--- src/rtl/i_cache.sv ---
// i_cache: direct-mapped instruction cache; a miss fetches one block from memory, beat by beat.
// Define I_CACHE_PERF_EN to add the hit_count/miss_count outputs.
`ifndef PC_SIZE
`define PC_SIZE 16
`endif
`ifndef CACHE_BLOCK_SIZE
`define CACHE_BLOCK_SIZE 64
`endif
`ifndef MEM_TRANS_SIZE
`define MEM_TRANS_SIZE 16
`endif

module i_cache #(
    parameter int LINES = 8,
    localparam int OFF_W = $clog2(`CACHE_BLOCK_SIZE / 16),
    localparam int IDX_W = $clog2(LINES),
    localparam int TAG_W = `PC_SIZE - OFF_W - IDX_W,
    localparam int ADDR_W = `PC_SIZE - OFF_W,
    localparam int BEATS = `CACHE_BLOCK_SIZE / `MEM_TRANS_SIZE,
    localparam int CNT_W = BEATS > 1 ? $clog2(BEATS) : 1
) (
    input  logic                       clk,
    input  logic                       rst_n,
    input  logic                       fetch_req,
    input  logic [`PC_SIZE-1:0]        pc,
    input  logic                       flush,
    output logic                       instr_valid,
    output logic [15:0]                instr,
    output logic                       mem_req,
    output logic [ADDR_W-1:0]          mem_address,
    input  logic                       mem_ack,
    input  logic [`MEM_TRANS_SIZE-1:0] mem_data
`ifdef I_CACHE_PERF_EN
    ,
    output logic [31:0]                hit_count,
    output logic [31:0]                miss_count
`endif
);
    typedef enum logic [1:0] {IDLE, REQ, FILL} state_t;

    state_t                      state, next;
    logic [LINES-1:0]            valid_q;
    logic [TAG_W-1:0]            tag_q  [LINES];
    logic [`CACHE_BLOCK_SIZE-1:0] data_q [LINES];
    logic [ADDR_W-1:0]           fill_addr;
    logic [CNT_W-1:0]            beat_cnt;
    logic                        flush_pend;
    logic                        hit;
    logic                        last_beat;
    logic                        start_miss;
    logic [OFF_W-1:0]            pc_off;
    logic [IDX_W-1:0]            pc_idx;
    logic [TAG_W-1:0]            pc_tag;
    logic [IDX_W-1:0]            fill_idx;
    logic [TAG_W-1:0]            fill_tag;
    logic [`CACHE_BLOCK_SIZE-1:0] line;

    assign pc_off      = pc[OFF_W-1:0];
    assign pc_idx      = pc[OFF_W+IDX_W-1:OFF_W];
    assign pc_tag      = pc[`PC_SIZE-1:OFF_W+IDX_W];
    assign fill_idx    = fill_addr[IDX_W-1:0];
    assign fill_tag    = fill_addr[ADDR_W-1:IDX_W];
    assign line        = data_q[pc_idx];
    assign mem_address = fill_addr;

    always_comb begin
        next        = state;
        mem_req     = 1'b0;
        hit         = (state == IDLE) && fetch_req && valid_q[pc_idx] && (tag_q[pc_idx] == pc_tag);
        last_beat   = (state == FILL) && (beat_cnt == CNT_W'(BEATS - 1));
        start_miss  = (state == IDLE) && fetch_req && !hit && !flush;
        instr_valid = hit;
        instr       = hit ? line[32'(pc_off) * 16 +: 16] : 16'h0;
        case (state)
            IDLE: next = start_miss ? REQ : IDLE;
            REQ: begin
                mem_req = 1'b1;
                next    = mem_ack ? FILL : REQ;
            end
            FILL:    next = last_beat ? IDLE : FILL;
            default: next = IDLE;
        endcase
    end

    always_ff @(posedge clk or negedge rst_n) begin
        if (!rst_n) begin
            state      <= IDLE;
            beat_cnt   <= '0;
            valid_q    <= '0;
            fill_addr  <= '0;
            flush_pend <= 1'b0;
        end else begin
            state      <= next;
            beat_cnt   <= (state == FILL) ? beat_cnt + 1'b1 : '0;
            flush_pend <= (state != IDLE) && (flush_pend || flush);
            if (start_miss)
                fill_addr <= pc[`PC_SIZE-1:OFF_W];
            // A flush seen anywhere during the fill keeps the new line invalid.
            if (flush)
                valid_q <= '0;
            else if (state == REQ && mem_ack)
                valid_q[fill_idx] <= 1'b0;
            else if (last_beat && !flush_pend)
                valid_q[fill_idx] <= 1'b1;
        end
    end

    always_ff @(posedge clk) begin
        if (state == FILL)
            data_q[fill_idx][32'(beat_cnt) * `MEM_TRANS_SIZE +: `MEM_TRANS_SIZE] <= mem_data;
        if (last_beat)
            tag_q[fill_idx] <= fill_tag;
    end

`ifdef I_CACHE_PERF_EN
    always_ff @(posedge clk or negedge rst_n) begin
        if (!rst_n) begin
            hit_count  <= '0;
            miss_count <= '0;
        end else begin
            if (hit)
                hit_count <= hit_count + 32'd1;
            if (start_miss)
                miss_count <= miss_count + 32'd1;
        end
    end
`endif
endmodule

--- config.mk ---
export PLATFORM = sky130hd
export DESIGN_NAME = i_cache
export DESIGN_NICKNAME = d
export VERILOG_FILES = /design/src/rtl/i_cache.sv
export SDC_FILE = /design/constraint.sdc
export NUM_CORES = 1
export LEC_CHECK = 0
export CAP_MARGIN = 40
export CORE_MARGIN = 2
export CORE_UTILIZATION = 65
export DETAILED_ROUTE_END_ITERATION = 8
export PLACE_DENSITY = 0.86
export SYNTH_ARGS = -nofsm -noshare
export SYNTH_HDL_FRONTEND = slang
export SYNTH_SLANG_ARGS = --single-unit
--- constraint.sdc ---
create_clock -name clk -period 6.31 [get_ports clk]
set_input_delay 1.262 -clock clk [delete_from_list [all_inputs] [get_ports clk]]
set_output_delay 1.262 -clock clk [all_outputs]
set_load 0.05 [all_outputs]
==> qor.log <==
INFO  place          place.port_buffers=68
INFO  worst_hold_path hold_class=reg -> reg
INFO  power_and_ir_drop cellLeakagePower=9.331nW
INFO  synthesis      synth_cells=1131
INFO  synthesis      synth_enable_flop_cells=600
INFO  timing         timing.final.crit_share=0.8959
INFO  worst_setup_path worstReg2RegStart=tag_q[4][3]
INFO  clock_tree     clk_pin_slew=60ps
INFO  final_layout   final_nets=1292
INFO  worst_hold_path holdPathStages=2
INFO  clock_tree     cts_repair_resize_count=0
INFO  die            row_count=71
INFO  final_layout   number_of_antenna_repair_diodes=0
INFO  clock_tree     post_cts_buffers=0
INFO  synthesis      synth_top_family_by_area=multiplexers
INFO  synthesis      synthMuxAreaShare=0.1838
INFO  die            design.core.area=37670µm²
INFO  worst_setup_path worst_r2r_path_depth=7
INFO  synthesis      yosys.area_share.xor_xnor=0.003878
INFO  timing         tightest_slew=839.3ps
INFO  flow_run       max_capacitance_violation_total=0
INFO  routing        drt_iter0_drc=1660
INFO  synthesis      mappedNetlistArea=24850µm²
INFO  die            fp.dieW=199.5µm
INFO  synthesis      ys_async_sr_fraction=0.04306
INFO  routing        num_vias=12.32k
INFO  timing         timing.final.crit_period=5653ps
INFO  synthesis      post_synth_num_cell_types=45
INFO  grt            grt_pass1_wl=87490µm
INFO  synthesis      ys_warn_count=0
INFO  synthesis      postSynthNetCount=1173
INFO  grt            grt_antenna_before_repair=0
INFO  final_layout   final_layout_size_suffix_gt1_frac=0.2783
INFO  grt            grt_max_degree=56
INFO  grt            busiest_layer=met2
INFO  timing         number_of_setup_violations_in_the_final_report=0
INFO  place          gp_congestion=0.8426
INFO  routing        via_per_inst=6.814
INFO  timing         accumulated_negative_setup_slack=0ps
INFO  clock_tree     cts_tree=done
INFO  timing         finClkSkew=13.30ps
INFO  power_and_ir_drop ir_worst_vdd=0.3510mV
INFO  worst_setup_path timing.critical_path.from_type=primary input
INFO  final_layout   area_growth=13.62%
INFO  die            start_util=0.6596
INFO  grt            globalRoute.totalOverflow=0
INFO  clock_tree     cts_buffer_depth=3
INFO  worst_setup_path critPathRequiredTime=5050ps
INFO  routing        avgRoutedWirePerCell=33.09µm
INFO  worst_setup_path startpoint=pc[2]
INFO  routing        totalWireLength=59820µm
INFO  timing         grt_setup_unrepaired=no
INFO  die            die_area=39800µm²
INFO  clock_tree     total_clock_buffers_created_by_cts=59
INFO  synthesis      synth_top_cell_by_area=sky130_fd_sc_hd__edfxtp_1
INFO  timing         fmaxAchievable=0.1769GHz
INFO  routing        residual_antenna_violating_net_count_after_detailed_routing=0
INFO  die            io_pins=69
INFO  synthesis      flops_latches_synth=627
INFO  synthesis      synth_compound_area_frac=0.008662
INFO  grt            grt_use_met1=0.4165
INFO  worst_setup_path rr_endpoint=mem_address[13]
INFO  routing        drc=0
INFO  worst_setup_path worstPathArrival=4390ps
INFO  routing        drt_pass1_iterations=5
INFO  timing         hold_viol_final=0
INFO  synthesis      synth_largest_type_area_fraction=0.7252
INFO  synthesis      adder_and_majority_cell_fraction_of_the_synthesized_area=0.002518
INFO  clock_tree     cts.root.buffer_cell=sky130_fd_sc_hd__clkbuf_16
INFO  worst_setup_path setup.worst_path.end_class=output pin
INFO  clock_tree     clock-sinks=627
INFO  clock_tree     clock_tree.htree_level_count=2
INFO  clock_tree     holdBufCountCts=0
INFO  final_layout   layout_commonest_cell=sky130_fd_sc_hd__edfxtp_1
INFO  final_layout   mostFrequentLayoutCells=sky130_fd_sc_hd__edfxtp_1, sky130_fd_sc_hd__mux4_2, sky130_fd_sc_hd__and2_1, sky130_fd_sc_hd__clkbuf_16, sky130_fd_sc_hd__buf_4
INFO  final_layout   utilization=0.7495
INFO  synthesis      syn_area_per_cell=21.97µm²
INFO  worst_setup_path ff2ff_setup_slack=3620ps
INFO  grt            grt.met3_usage=0.06599
INFO  synthesis      synth_simple_gate_area_frac=0.03550
INFO  place          hpwl=31720µm
INFO  grt            grt_use_total=0.3181
INFO  power_and_ir_drop power_density_cells=360.9nW/µm²
INFO  worst_hold_path min-delay-start=flush_pend
INFO  synthesis      synth_seq_area_share=0.7524
INFO  timing         max-slew-margin-rel=0.4405
INFO  grt            grtUsageMet2=0.5325
INFO  die            fp.dieH=199.5µm
INFO  synthesis      synth-main-ff-cell=sky130_fd_sc_hd__edfxtp_1
INFO  grt            grt_pass1_vias=12.98k
INFO  status         outcome=finished clean
INFO  worst_setup_path timing.critical_path.fanout_max=33
INFO  worst_setup_path critical_path_class=in -> out
INFO  timing         final_max_slew_violation_count=0
INFO  worst_hold_path hold_end=flush_pend
INFO  clock_tree     skew_pair_late_insertion_delay=610ps
INFO  synthesis      synthTopCellsByArea=sky130_fd_sc_hd__edfxtp_1, sky130_fd_sc_hd__mux4_2, sky130_fd_sc_hd__dfrtp_1
-- cells by family after synthesis --
kind of cell | count (synthesis)
fa+ha+maj | 5
xor+xnor | 11
flops | 627
simple gates | 166
compound gates | 30
buf+inv | 62
mux | 230
-- worst max-delay path: stages --
cell	delay, ps
sky130_fd_sc_hd__buf_8	280
sky130_fd_sc_hd__mux4_1	600
sky130_fd_sc_hd__mux2i_1	180
sky130_fd_sc_hd__xnor2_1	100
sky130_fd_sc_hd__nor3_2	200
sky130_fd_sc_hd__nand4_2	180
sky130_fd_sc_hd__or2_1	560
sky130_fd_sc_hd__nor2_1	200
sky130_fd_sc_hd__clkdlybuf4s50_1	820
-- per-layer routing --
| metal | share of wire | wire, µm |
|---|---|---|
| met5 | 0 | 0 |
| met4 | 0.042 | 2531 |
| met3 | 0.11 | 6447 |
| met2 | 0.51 | 30670 |
| met1 | 0.34 | 20170 |
-- worst max path at each step --
| stage | end | cells past startpoint | slack (ps) |
|---|---|---|---|
| after global routing | instr[15] | 8 | 470 |
| after floorplan | instr[10] | 11 | 1350 |
| after CTS | instr[2] | 8 | 620 |
| final | instr[1] | 9 | 660 |
| after detailed placement | instr[15] | 8 | 650 |
| after global placement | instr[15] | 8 | 680 |
-- flip-flops by register name (all words and copies together), names as in the netlist --
| name | cells |
|---|---|
| valid_q | 8 |
| flush_pend | 1 |
| data_q | 512 |
| state | 2 |
| beat_cnt | 2 |
| tag_q | 88 |
| mem_address | 14 |
-- per-stage QoR --
| stage | cells | power [mW] | hold slack (ps) | setup slack (ps) | area, µm² |
|---|---|---|---|---|---|
| floorplan | 1131 | 6.038 | 460.5 | 1355 | 24850 |
| global placement | 1699 | 6.463 | 480.4 | 676.5 | 26220 |
| detailed placement | 1700 | 6.535 | 497.8 | 648.4 | 26230 |
| CTS | 1808 | 10.19 | 512.0 | 622.7 | 28230 |
| global route | 1808 | 10.45 | 564.0 | 472.0 | 28230 |
| finish | 1808 | 10.19 | 513.3 | 657.0 | 28230 |
-- final cells by class --
type,count,area (µm²)
flip-flops and latches,627,18690
well taps,511,639.4
inverters,4,15.01
clock buffers,77,1597
repair buffers,116,1025
multi-input cells,442,5858
fillers,1965,9437
clock inverters,31,402.9
-- where the power goes --
group | internal [mW] | total [mW] | switching [mW]
Combinational | 0.460 | 1.31 | 0.850
Clock | 2.18 | 3.68 | 1.50
Sequential | 5.00 | 5.19 | 0.194
Total | 7.64 | 10.2 | 2.54
-- synthesized netlist by cell type, drive strengths merged (2+ instances only) --
master	count
clkbuf	15
nor2b	3
nand2	11
nor2	63
a221oi	4
inv	4
a21oi	8
nor3	3
buf	43
mux2i	34
a211oi	8
and2	68
o22ai	3
or2	3
ha	5
nand4	2
nor3b	4
nand2b	3
edfxtp	600
dfrtp	27
xnor2	11
o21ai	2
mux4	175
mux2	21
Power figures use the tool's default switching activity.
